$ cat src/rtl/seg7_pkg.sv
// Shared glyph constants, FSM state type and combinational glyph decoder
// for the 7-segment link (bit0=a .. bit6=g, active high).
package seg7_pkg;

  localparam logic [6:0] GLYPH_0     = 7'h3F;
  localparam logic [6:0] GLYPH_1     = 7'h06;
  localparam logic [6:0] GLYPH_2     = 7'h5B;
  localparam logic [6:0] GLYPH_3     = 7'h4F;
  localparam logic [6:0] GLYPH_4     = 7'h66;
  localparam logic [6:0] GLYPH_5     = 7'h6D;
  localparam logic [6:0] GLYPH_6     = 7'h7D;
  localparam logic [6:0] GLYPH_7     = 7'h07;
  localparam logic [6:0] GLYPH_8     = 7'h7F;
  localparam logic [6:0] GLYPH_9     = 7'h6F;
  localparam logic [6:0] GLYPH_BLANK = 7'h00;

  typedef enum logic {
    IDLE,
    SETTLE
  } state_e;

  typedef struct packed {
    logic       err;
    logic       blank;
    logic [3:0] digit;
  } seg7_dec_t;

  // Illegal patterns report digit 4'hF so a consumer ignoring err still sees garbage clearly.
  function automatic seg7_dec_t seg7_decode(input logic [6:0] seg);
    seg7_dec_t r;
    r.err   = 1'b0;
    r.blank = 1'b0;
    r.digit = 4'd0;
    case (seg)
      GLYPH_0:     r.digit = 4'd0;
      GLYPH_1:     r.digit = 4'd1;
      GLYPH_2:     r.digit = 4'd2;
      GLYPH_3:     r.digit = 4'd3;
      GLYPH_4:     r.digit = 4'd4;
      GLYPH_5:     r.digit = 4'd5;
      GLYPH_6:     r.digit = 4'd6;
      GLYPH_7:     r.digit = 4'd7;
      GLYPH_8:     r.digit = 4'd8;
      GLYPH_9:     r.digit = 4'd9;
      GLYPH_BLANK: r.blank = 1'b1;
      default: begin
        r.err   = 1'b1;
        r.digit = 4'hF;
      end
    endcase
    return r;
  endfunction

endpackage

$ cat src/rtl/seg7_sync2.sv
// Two-flop synchronizer for a bus that is asynchronous to clk.
module seg7_sync2 #(
  parameter int W = 7
) (
  input  logic         clk,
  input  logic         rst,
  input  logic [W-1:0] d,
  output logic [W-1:0] q
);

  logic [W-1:0] meta_q;
  logic [W-1:0] sync_q;

  always_ff @(posedge clk or posedge rst) begin
    if (rst) begin
      meta_q <= '0;
      sync_q <= '0;
    end else begin
      meta_q <= d;
      sync_q <= meta_q;
    end
  end

  assign q = sync_q;

endmodule

$ cat src/rtl/seg7_glyph_decoder.sv
// Receive side of the 7-segment glyph link: synchronize, wait for a stable
// pattern, decode it once, and hand it out through a one-entry valid/ready register.
module seg7_glyph_decoder
  import seg7_pkg::*;
#(
  parameter int STABLE_CYCLES = 4,
  parameter int CNT_W         = 3
) (
  input  logic       clk,
  input  logic       rst,
  input  logic [6:0] seg_in,
  input  logic       out_ready,
  output logic       out_valid,
  output logic [3:0] out_digit,
  output logic       out_blank,
  output logic       out_err,
  output logic       overrun
);

  localparam logic [CNT_W-1:0] CNT_LAST = CNT_W'(STABLE_CYCLES - 1);
  localparam logic [CNT_W-1:0] CNT_ONE  = CNT_W'(1);

  logic [6:0]       s;
  state_e           state_q, state_d;
  logic [6:0]       last_q, last_d;
  logic [CNT_W-1:0] cnt_q, cnt_d;
  logic             out_valid_q, out_valid_d;
  logic [3:0]       out_digit_q, out_digit_d;
  logic             out_blank_q, out_blank_d;
  logic             out_err_q, out_err_d;
  logic             overrun_q, overrun_d;
  logic             emit, pop, load;
  seg7_dec_t        dec;

  seg7_sync2 #(.W(7)) u_sync (
    .clk (clk),
    .rst (rst),
    .d   (seg_in),
    .q   (s)
  );

  always_comb begin
    state_d     = state_q;
    last_d      = last_q;
    cnt_d       = cnt_q;
    out_valid_d = out_valid_q;
    out_digit_d = out_digit_q;
    out_blank_d = out_blank_q;
    out_err_d   = out_err_q;
    overrun_d   = overrun_q;
    emit        = 1'b0;
    dec         = seg7_decode(s);

    // Any change restarts the stability count; IDLE never re-emits an unchanged bus.
    case (state_q)
      IDLE: begin
        if (s != last_q) begin
          last_d  = s;
          cnt_d   = CNT_ONE;
          state_d = SETTLE;
        end
      end
      SETTLE: begin
        if (s != last_q) begin
          last_d = s;
          cnt_d  = CNT_ONE;
        end else if (cnt_q >= CNT_LAST) begin
          emit    = 1'b1;
          state_d = IDLE;
        end else begin
          cnt_d = cnt_q + CNT_ONE;
        end
      end
      default: state_d = IDLE;
    endcase

    // A pop in the same cycle frees the slot, so emit+pop streams without a bubble.
    pop  = out_valid_q && out_ready;
    load = emit && (!out_valid_q || pop);
    if (load) begin
      out_valid_d = 1'b1;
      out_digit_d = dec.digit;
      out_blank_d = dec.blank;
      out_err_d   = dec.err;
    end else if (pop) begin
      out_valid_d = 1'b0;
    end
    if (emit && !load) begin
      overrun_d = 1'b1;
    end
  end

  always_ff @(posedge clk or posedge rst) begin
    if (rst) begin
      state_q     <= IDLE;
      last_q      <= '0;
      cnt_q       <= '0;
      out_valid_q <= 1'b0;
      out_digit_q <= 4'd0;
      out_blank_q <= 1'b0;
      out_err_q   <= 1'b0;
      overrun_q   <= 1'b0;
    end else begin
      state_q     <= state_d;
      last_q      <= last_d;
      cnt_q       <= cnt_d;
      out_valid_q <= out_valid_d;
      out_digit_q <= out_digit_d;
      out_blank_q <= out_blank_d;
      out_err_q   <= out_err_d;
      overrun_q   <= overrun_d;
    end
  end

  assign out_valid = out_valid_q;
  assign out_digit = out_digit_q;
  assign out_blank = out_blank_q;
  assign out_err   = out_err_q;
  assign overrun   = overrun_q;

endmodule

$ cat config.mk
export PLATFORM = sky130hd
export DESIGN_NAME = seg7_glyph_decoder
export DESIGN_NICKNAME = d
export VERILOG_FILES = /design/src/rtl/seg7_pkg.sv /design/src/rtl/seg7_sync2.sv /design/src/rtl/seg7_glyph_decoder.sv
export SDC_FILE = /design/constraint.sdc
export NUM_CORES = 1
export LEC_CHECK = 0
export CAP_MARGIN = 20
export CELL_PAD_IN_SITES_DETAIL_PLACEMENT = 1
export CELL_PAD_IN_SITES_GLOBAL_PLACEMENT = 1
export CORE_ASPECT_RATIO = 1.5
export CORE_MARGIN = 4
export CORE_UTILIZATION = 46
export DETAILED_ROUTE_END_ITERATION = 6
export GPL_TIMING_DRIVEN = 1
export PLACE_DENSITY = 0.79
export REMOVE_ABC_BUFFERS = 1
export SYNTH_ARGS = -nofsm -noshare
export SYNTH_HDL_FRONTEND = slang
export SYNTH_SLANG_ARGS = --single-unit
$ cat constraint.sdc
create_clock -name clk -period 3.6 [get_ports clk]
set_input_delay 0.72 -clock clk [delete_from_list [all_inputs] [get_ports clk]]
set_output_delay 0.72 -clock clk [all_outputs]
set_load 0.005 [all_outputs]
-- Word-level counts from Yosys, hierarchy flattened
Index checks and enable logic that the tools add are counted.
W data, S select, Z words.
- logic and storage cells: 54
- register bits after elaboration: 33
- output and inout port bits: 8
- eq/ne operators: 13
- bitwise operators: 1
- add/sub/neg operators: 1
- multiplexer cells: 17
- $lt $le $gt $ge: 1
- reduce and logical (&&, ||, !) cells: 11
- operator list (kind ; number):
    $eq A7 B7 Y1 const B ; 7
    $pmux W4 S10 ; 1
    $eq A7 B3 Y1 const B ; 2
    $reduce_or A11 Y1 ; 1
    $mux W1 ; 10
    $mux W3 ; 3
    $eq A7 B6 Y1 const B ; 1
    $logic_not A7 Y1 ; 1
    $mux W7 ; 1
    $ne A7 B7 Y1 ; 1
    $pmux W3 S2 ; 1
    $add A3 B1 Y3 const B ; 1
    $ge A3 B2 Y1 const B ; 1
    $logic_and A1 B1 Y1 ; 3
    $ne A3 B3 Y1 const B ; 1
    $logic_not A1 Y1 ; 2
    $ne A2 B2 Y1 const B ; 1
    $pmux W1 S2 ; 1
    $reduce_and A2 Y1 ; 1
    $reduce_bool A2 Y1 ; 1
    $reduce_or A2 Y1 ; 1
    $logic_or A1 B1 Y1 ; 1
    $not A1 Y1 ; 1

-- Depth between registers and ports, before layout
- depth in word-level cells: 7
- mapped depth: 7

-- Hierarchy
A second synthesis with hierarchy kept.
- cells, all modules: 117
- area, all modules: 1428.9 µm²
- by module, submodules not included (module ; area an instance (µm²) ; instances ; cells each):
    seg7_glyph_decoder ; 1074.8 ; 1 ; 102
    seg7_sync2 ; 354.1 ; 1 ; 15

-- Least setup slack after synthesis
OpenSTA, ideal clock, no wires.
- path kind: register to register
- start point: reg cnt_q[0]
- end point: reg out_blank_q (netlist: out_blank)
- path slack: 1.722 ns
- period minus slack after synthesis: 1.878 ns
- stages on the path, launching flop included: 8
- data arrival time: 1.753 ns
- path buffers: 1
- cell sequence: dfrtp_1 -> ha_1 -> ha_1 -> a211oi_2 -> nor3b_1 -> and3_1 -> buf_6 -> mux2_4
- cells in the longest elaborated chain, start to end: 5
- ends and longest elaborated chain (what ; RTL line ; source):
    from (decl) ; seg7_glyph_decoder.sv:26 ; logic [CNT_W-1:0] cnt_q, cnt_d;
    from (signal assigned) ; seg7_glyph_decoder.sv:106 ; cnt_q <= cnt_d;
    $ge A3 B2 Y1 ; seg7_glyph_decoder.sv:67 ; end else if (cnt_q >= CNT_LAST) begin
    $mux W1 ; seg7_glyph_decoder.sv:67 ;
    $mux W1 ; seg7_glyph_decoder.sv:64 ; if (s != last_q) begin
    $mux W1 ; seg7_glyph_decoder.sv:55 ; case (state_q)
    $logic_and A1 B1 Y1 ; seg7_glyph_decoder.sv:79 ; load = emit && (!out_valid_q || pop);
    to (signal assigned) ; seg7_glyph_decoder.sv:109 ; out_blank_q <= out_blank_d;
    to (decl) ; seg7_glyph_decoder.sv:29 ; logic out_blank_q, out_blank_d;
No other way between the ends.
A chain may end at the register's enable or synchronous reset.

-- Worst setup path in the final report
- start point: in out_ready
- end point: reg out_blank_q (netlist: out_blank)
- cells in the longest elaborated chain, start to end: 3
- ends and longest elaborated chain (what ; RTL line ; source):
    from (decl) ; seg7_glyph_decoder.sv:12 ; input logic out_ready,
    $logic_and A1 B1 Y1 ; seg7_glyph_decoder.sv:78 ; pop = out_valid_q && out_ready;
    $logic_or A1 B1 Y1 ; seg7_glyph_decoder.sv:79 ;
    $logic_and A1 B1 Y1 ; seg7_glyph_decoder.sv:79 ;
No other way between the ends.

==> results.txt <==
Area Overhead vs Synth - 15.8%
WS Path Type - in2reg
Die Ht - 76.5 um
Setup tns final - 0 ns
Worst Hold Path Cells - 0
Sink Count - 33
# Post-CTS Setup Buffers - 0
Vias - 917
Hold Crit Class - reg2reg
RSZ-0062 raised after global routing - false
Die area - 0.00410 sq mm
Final hold vios - 0
Top_reg_cell synth - dfrtp_1
Share of cells above drive strength 1 - 13.3%
Clock transition at path regs - 0.06 ns
Power Total - 0.712 mW
Minimum clock period - 2.28 ns
CTS H-tree lvls - 2
Flop-to-flop setup slack - 1.43 ns
Reg-to-reg critical path startpoint - cnt_q[0]$_DFFE_PP0P_
Vias in the first global route - 1,003
FF-to-FF path depth - 6
Rel. slew slack - 64.3%
Post-DRT Antenna Nets - 0
Final WS setup - 1.32 ns
Ports - 18
CTS tree - built
Initial antenna violation count - 0
# nets final - 140
Flops & latches, synth - 33
Status - finished clean
Leak - 0.724 nW
WL/cell - 15.7 um
Global-route wire length before repair - 4620 um
Worst Setup End Kind - flop
Most common cell after layout, fill and taps aside - dfrtp_1
Yosys warns - 0
Peak supply drop - 0.000401 V
Hold endpoint - u_sync.q[1]$_DFF_PP0_
1st-pass router iterations - 3
Critical path startpoint category - primary input
Power Density - 428 mW/mm^2
Final count of negative-setup-slack endpoints - 0
Fillers - 327
Max Buffers Root-to-Sink - 2
Clock Latency Late Sink - 0.28 ns
Vias per cell - 5.49
Port bufs - 17
CTS resizes - 0
Post-route DRC - 0
1st-iter DRT viols - 14
Most frequent cells in the layout - dfrtp_1 (33), clkdlybuf4s50_1 (17), xor2_1 (8), a31oi_1 (8), nand2_1 (7)
Asr flop ratio synth - 100%
Avg Cell Area, Syn - 12.2 sq um
Worst clock skew - 0.00582 ns
Ant diodes - 0
# hold bufs at CTS - 0
Worst path arrival time - 2.44 ns
Num CTS Buffers - 5
GP Congestion - 0.838
Grt total ovfl - 0
Total area of sequential cells - 826 sq um
Library cells used by synthesis - 42
Die W - 53.6 um
WHS - 0.346 ns
Hold path startpoint - u_sync.meta_q[1]$_DFF_PP0_
Syn Std Cell Area - 0.00144 sq mm
Total Wirelength - 2620 um
Worst-path fanout max - 6
F_max - 0.439 GHz
Core Region - 0.00294 sq mm
Gate Count Post-Synth - 118
Final Max Slew Viols - 0
Largest net degree at the start of global routing - 34
Global-route usage over all layers - 15.9%
Hpwl dp - 1980 um
Reg-to-Reg End - out_blank$_DFFE_PP0P_
CTS Root Cell - clkbuf_8
Post-synth EDFFs - 0
# rows - 24
Starting Density - 48.9%
Area of the multi-input gates - 515 sq um
Setup slack at placement - 1.04 ns
Req. time, crit path - 3.76 ns
Sequential share of the synthesized area - 57.4%
Max-cap viol count - 0
Worst Tran Pin Value - 0.534 ns
Period utilization - 63.3%
## metrics by stage
| stage | cells | area [sq um] | utilization (%) |
|---|---|---|---|
| 3_3_place_gp | 160 | 1580 | 53.7 |
| 5_1_grt | 167 | 1670 | 56.6 |
| 4_1_cts | 167 | 1670 | 56.6 |
| 2_1_floorplan | 103 | 1350 | - |
| 6_report | 167 | 1670 | 56.6 |
| 3_5_place_dp | 160 | 1580 | 53.7 |
## cells by family (layout without fill, tap and decap cells)
family                     Yosys count  after routing  share of synthesized area [%]
DFF                                 33             33                           57.4
and+or+nand+nor                     31             31                           14.8
AOI/OAI and AO/OA                   23             23                           11.6
buffers and inverters               18             28                           6.70
xor gates and xnor gates             9              9                           6.01
adders and majority gates            2              2                           1.74
muxes                                2              2                           1.74
## flip-flops by register name, summed over array words and instances (netlist names)
| register | cells |
|---|---|
| out_blank | 1 |
| overrun | 1 |
| state_q | 1 |
| out_err | 1 |
| out_valid | 1 |
| out_digit | 4 |
| u_sync.meta_q | 7 |
| u_sync.q | 7 |
| cnt_q | 3 |
| last_q | 7 |
## Yosys cell counts, types with 2 or more instances
| library cell | count | area (sq um) |
|---|---|---|
| buf_6 | 3 | 33.8 |
| clkbuf_1 | 7 | 26.3 |
| nand2_1 | 7 | 26.3 |
| a31oi_1 | 8 | 50.1 |
| ha_1 | 2 | 25.0 |
| nand2b_1 | 2 | 12.5 |
| nand3_1 | 2 | 10.0 |
| dfrtp_1 | 33 | 826 |
| a21o_1 | 2 | 15.0 |
| xor2_1 | 8 | 70.1 |
| a211o_1 | 2 | 17.5 |
| nand3b_1 | 2 | 15.0 |
| inv_1 | 3 | 11.3 |
| nor2_1 | 4 | 15.0 |
| buf_2 | 5 | 25.0 |
| o22ai_1 | 2 | 12.5 |
## where the power goes
| part | total [mW] | switching, mW | internal [mW] | leakage (nW) |
|---|---|---|---|---|
| logic | 0.0478 | 0.0245 | 0.0233 | 0.283 |
| clock network | 0.266 | 0.115 | 0.151 | 0.0443 |
| registers | 0.398 | 0.0140 | 0.384 | 0.397 |
| total | 0.712 | 0.154 | 0.558 | 0.724 |
## worst max path at each step
stage | slack, ns | start | cells past startpoint | endpoint
global route | 1.26 | out_ready | 5 | out_blank$_DFFE_PP0P_
floorplan | 1.70 | cnt_q[0]$_DFFE_PP0P_ | 6 | out_blank$_DFFE_PP0P_
detailed placement | 1.04 | out_ready | 5 | out_blank$_DFFE_PP0P_
CTS | 1.35 | out_ready | 5 | out_blank$_DFFE_PP0P_
finish | 1.32 | out_ready | 5 | out_blank$_DFFE_PP0P_
global placement | 1.15 | out_ready | 5 | out_blank$_DFFE_PP0P_
## per-layer routing
metal	GRT usage (%)	vias to the layer above	wire length (um)
met2	28.7	22	1540
li1	-	423	-
met5	0	-	0
met1	15.2	466	883
met4	7.67	0	60
met3	4.70	6	128
## layout make-up
| cell class | instances | share of cell area [%] |
|---|---|---|
| inverter | 3 | 0.676 |
| multi-input combinational | 67 | 31.0 |
| clock buffer | 7 | 5.18 |
| timing repair buffer | 18 | 10.7 |
| tap | 39 | 2.93 |
| sequential | 33 | 49.6 |
## worst max-delay path: stages
cell             delay, ns
clkdlybuf4s50_1       0.46
nor2b_1               0.07
nor3b_1               0.47
and3_1                0.39
mux2_4                0.33
(Power assumes the default switching activity.)
==> edit, RTL diff (same settings) <==
Make the reset (`rst`) synchronous in 2 clocked blocks. Comments in the files are not updated.
--- a/src/rtl/seg7_sync2.sv
+++ b/src/rtl/seg7_sync2.sv
@@ -13,3 +13,3 @@
 
-  always_ff @(posedge clk or posedge rst) begin
+  always_ff @(posedge clk) begin
     if (rst) begin
--- a/src/rtl/seg7_glyph_decoder.sv
+++ b/src/rtl/seg7_glyph_decoder.sv
@@ -92,3 +92,3 @@
 
-  always_ff @(posedge clk or posedge rst) begin
+  always_ff @(posedge clk) begin
     if (rst) begin
Check against the original RTL: differs if rst is asserted again (counterexample within 10 cycles, from zero or initial values and one cycle with rst high); with rst held inactive, the same outputs for 10 cycles.
==> edit against the original RTL <==
  * Via count up 14%
  * Setup slack better by 220 ps
  * Cell area up 5.8%
  * Sequential cell count unchanged
  * Synthesized area up 4.6%
  * Power up 16%
  * First-iteration DRC count up 57%
  * Die area up 4.0%
  * Routed wire length up 12%
  * Fmax up 11%
  * Hold slack better by 93 ps
  * Critical endpoint is now out_digit[3]
==> edit: results (changes against the original RTL) <==
{
  "final_layout_size_suffix_gt1_share": {"value": 14.1, "unit": "%", "change": "+0.82 points"},
  "synthXorXnorAreaFrac": {"value": 11.7, "unit": "%", "change": "+5.7 points"},
  "design.final.nets": {"value": 167, "change": "+19%"},
  "place_worst_setup_slack": {"value": 1240, "unit": "ps", "change": "+195 ps"},
  "clock_net_power": {"value": 361, "unit": "uW", "change": "+36%"},
  "multi_input_comb_area": {"value": 738, "unit": "sq um", "change": "+43%"},
  "area_after_dpl": {"value": 0.00163, "unit": "sq mm", "change": "+3.2%"},
  "m1WireLength": {"value": 1050, "unit": "microns", "change": "+19%"},
  "routed_wire_length_per_instance": {"value": 15.0, "unit": "microns", "change": "-4.2%"},
  "wl_met2": {"value": 1650, "unit": "microns", "change": "+6.6%"},
  "gr-usage-met1": {"value": 14.9, "unit": "%", "change": "-0.33 points"},
  "status": "finished, final reports clean",
  "place.detailed.hpwl": {"value": 2080, "unit": "microns", "change": "+5.3%"},
  "synth-compound-area-share": {"value": 6.24, "unit": "%", "change": "-5.3 points"},
  "vias": {"value": 1044, "change": "+14%"},
  "sequentialPower": {"value": 394, "unit": "uW", "change": "-1%"},
  "buf_share": {"value": 10.5, "unit": "%", "change": "-0.16 points"},
  "critPathArrivalTime": {"value": 2200, "unit": "ps", "change": "-240 ps"},
  "avgSynthCellArea": {"value": 10.7, "unit": "sq um", "change": "-12%"},
  "p_int": {"value": 644, "unit": "uW", "change": "+15%"},
  "p_leak": {"value": 0.000622, "unit": "uW", "change": "-14%"},
  "clk_cell_area_share": {"value": 6.61, "unit": "%", "change": "+1.4 points"},
  "grt_pass1_vias": {"value": 1081, "change": "+7.8%"},
  "yosys-top-cells-count": "dfxtp_1 (33), nor2b_1 (22), nor2_1 (14), buf_6 (7), a21oi_1 (5)",
  "place.gp.congestion": {"value": 0.752, "change": "-10%"},
  "synth.lib_cells_used.distinct": {"value": 34, "change": "-19%"},
  "dp_cells": {"value": 187, "change": "+17%"},
  "route.detailed.vias_per_inst": {"value": 5.33, "change": "-3.0%"}
}
## edit: changes by cell type after synthesis, moves of 5 or more
| cell | change |
|---|---|
| dfxtp_1 | +33 |
| xor2_1 | -6 |
| nor2b_1 | +21 |
| nor2_1 | +10 |
| buf_2 | -5 |
| dfrtp_1 | -33 |
| a31oi_1 | -7 |
## edit: path summary, 6_finish.rpt
path                    start      endpoint  slack, ps  cells past startpoint
max               u_sync.q[1]  out_digit[3]       1540                      5
min          u_sync.meta_q[6]   u_sync.q[6]        440                      1
max reg2reg       u_sync.q[1]  out_digit[3]       1540                      5
min reg2reg  u_sync.meta_q[6]   u_sync.q[6]        440                      1
## edit: kinds of logic (layout without fill, tap and decap cells)
group	Yosys count	after routing
simple gates	65	65
flops	33	33
compound gates	14	14
buf+inv	14	29
xor+xnor	9	9
mux	4	4
fa+ha+maj	2	2
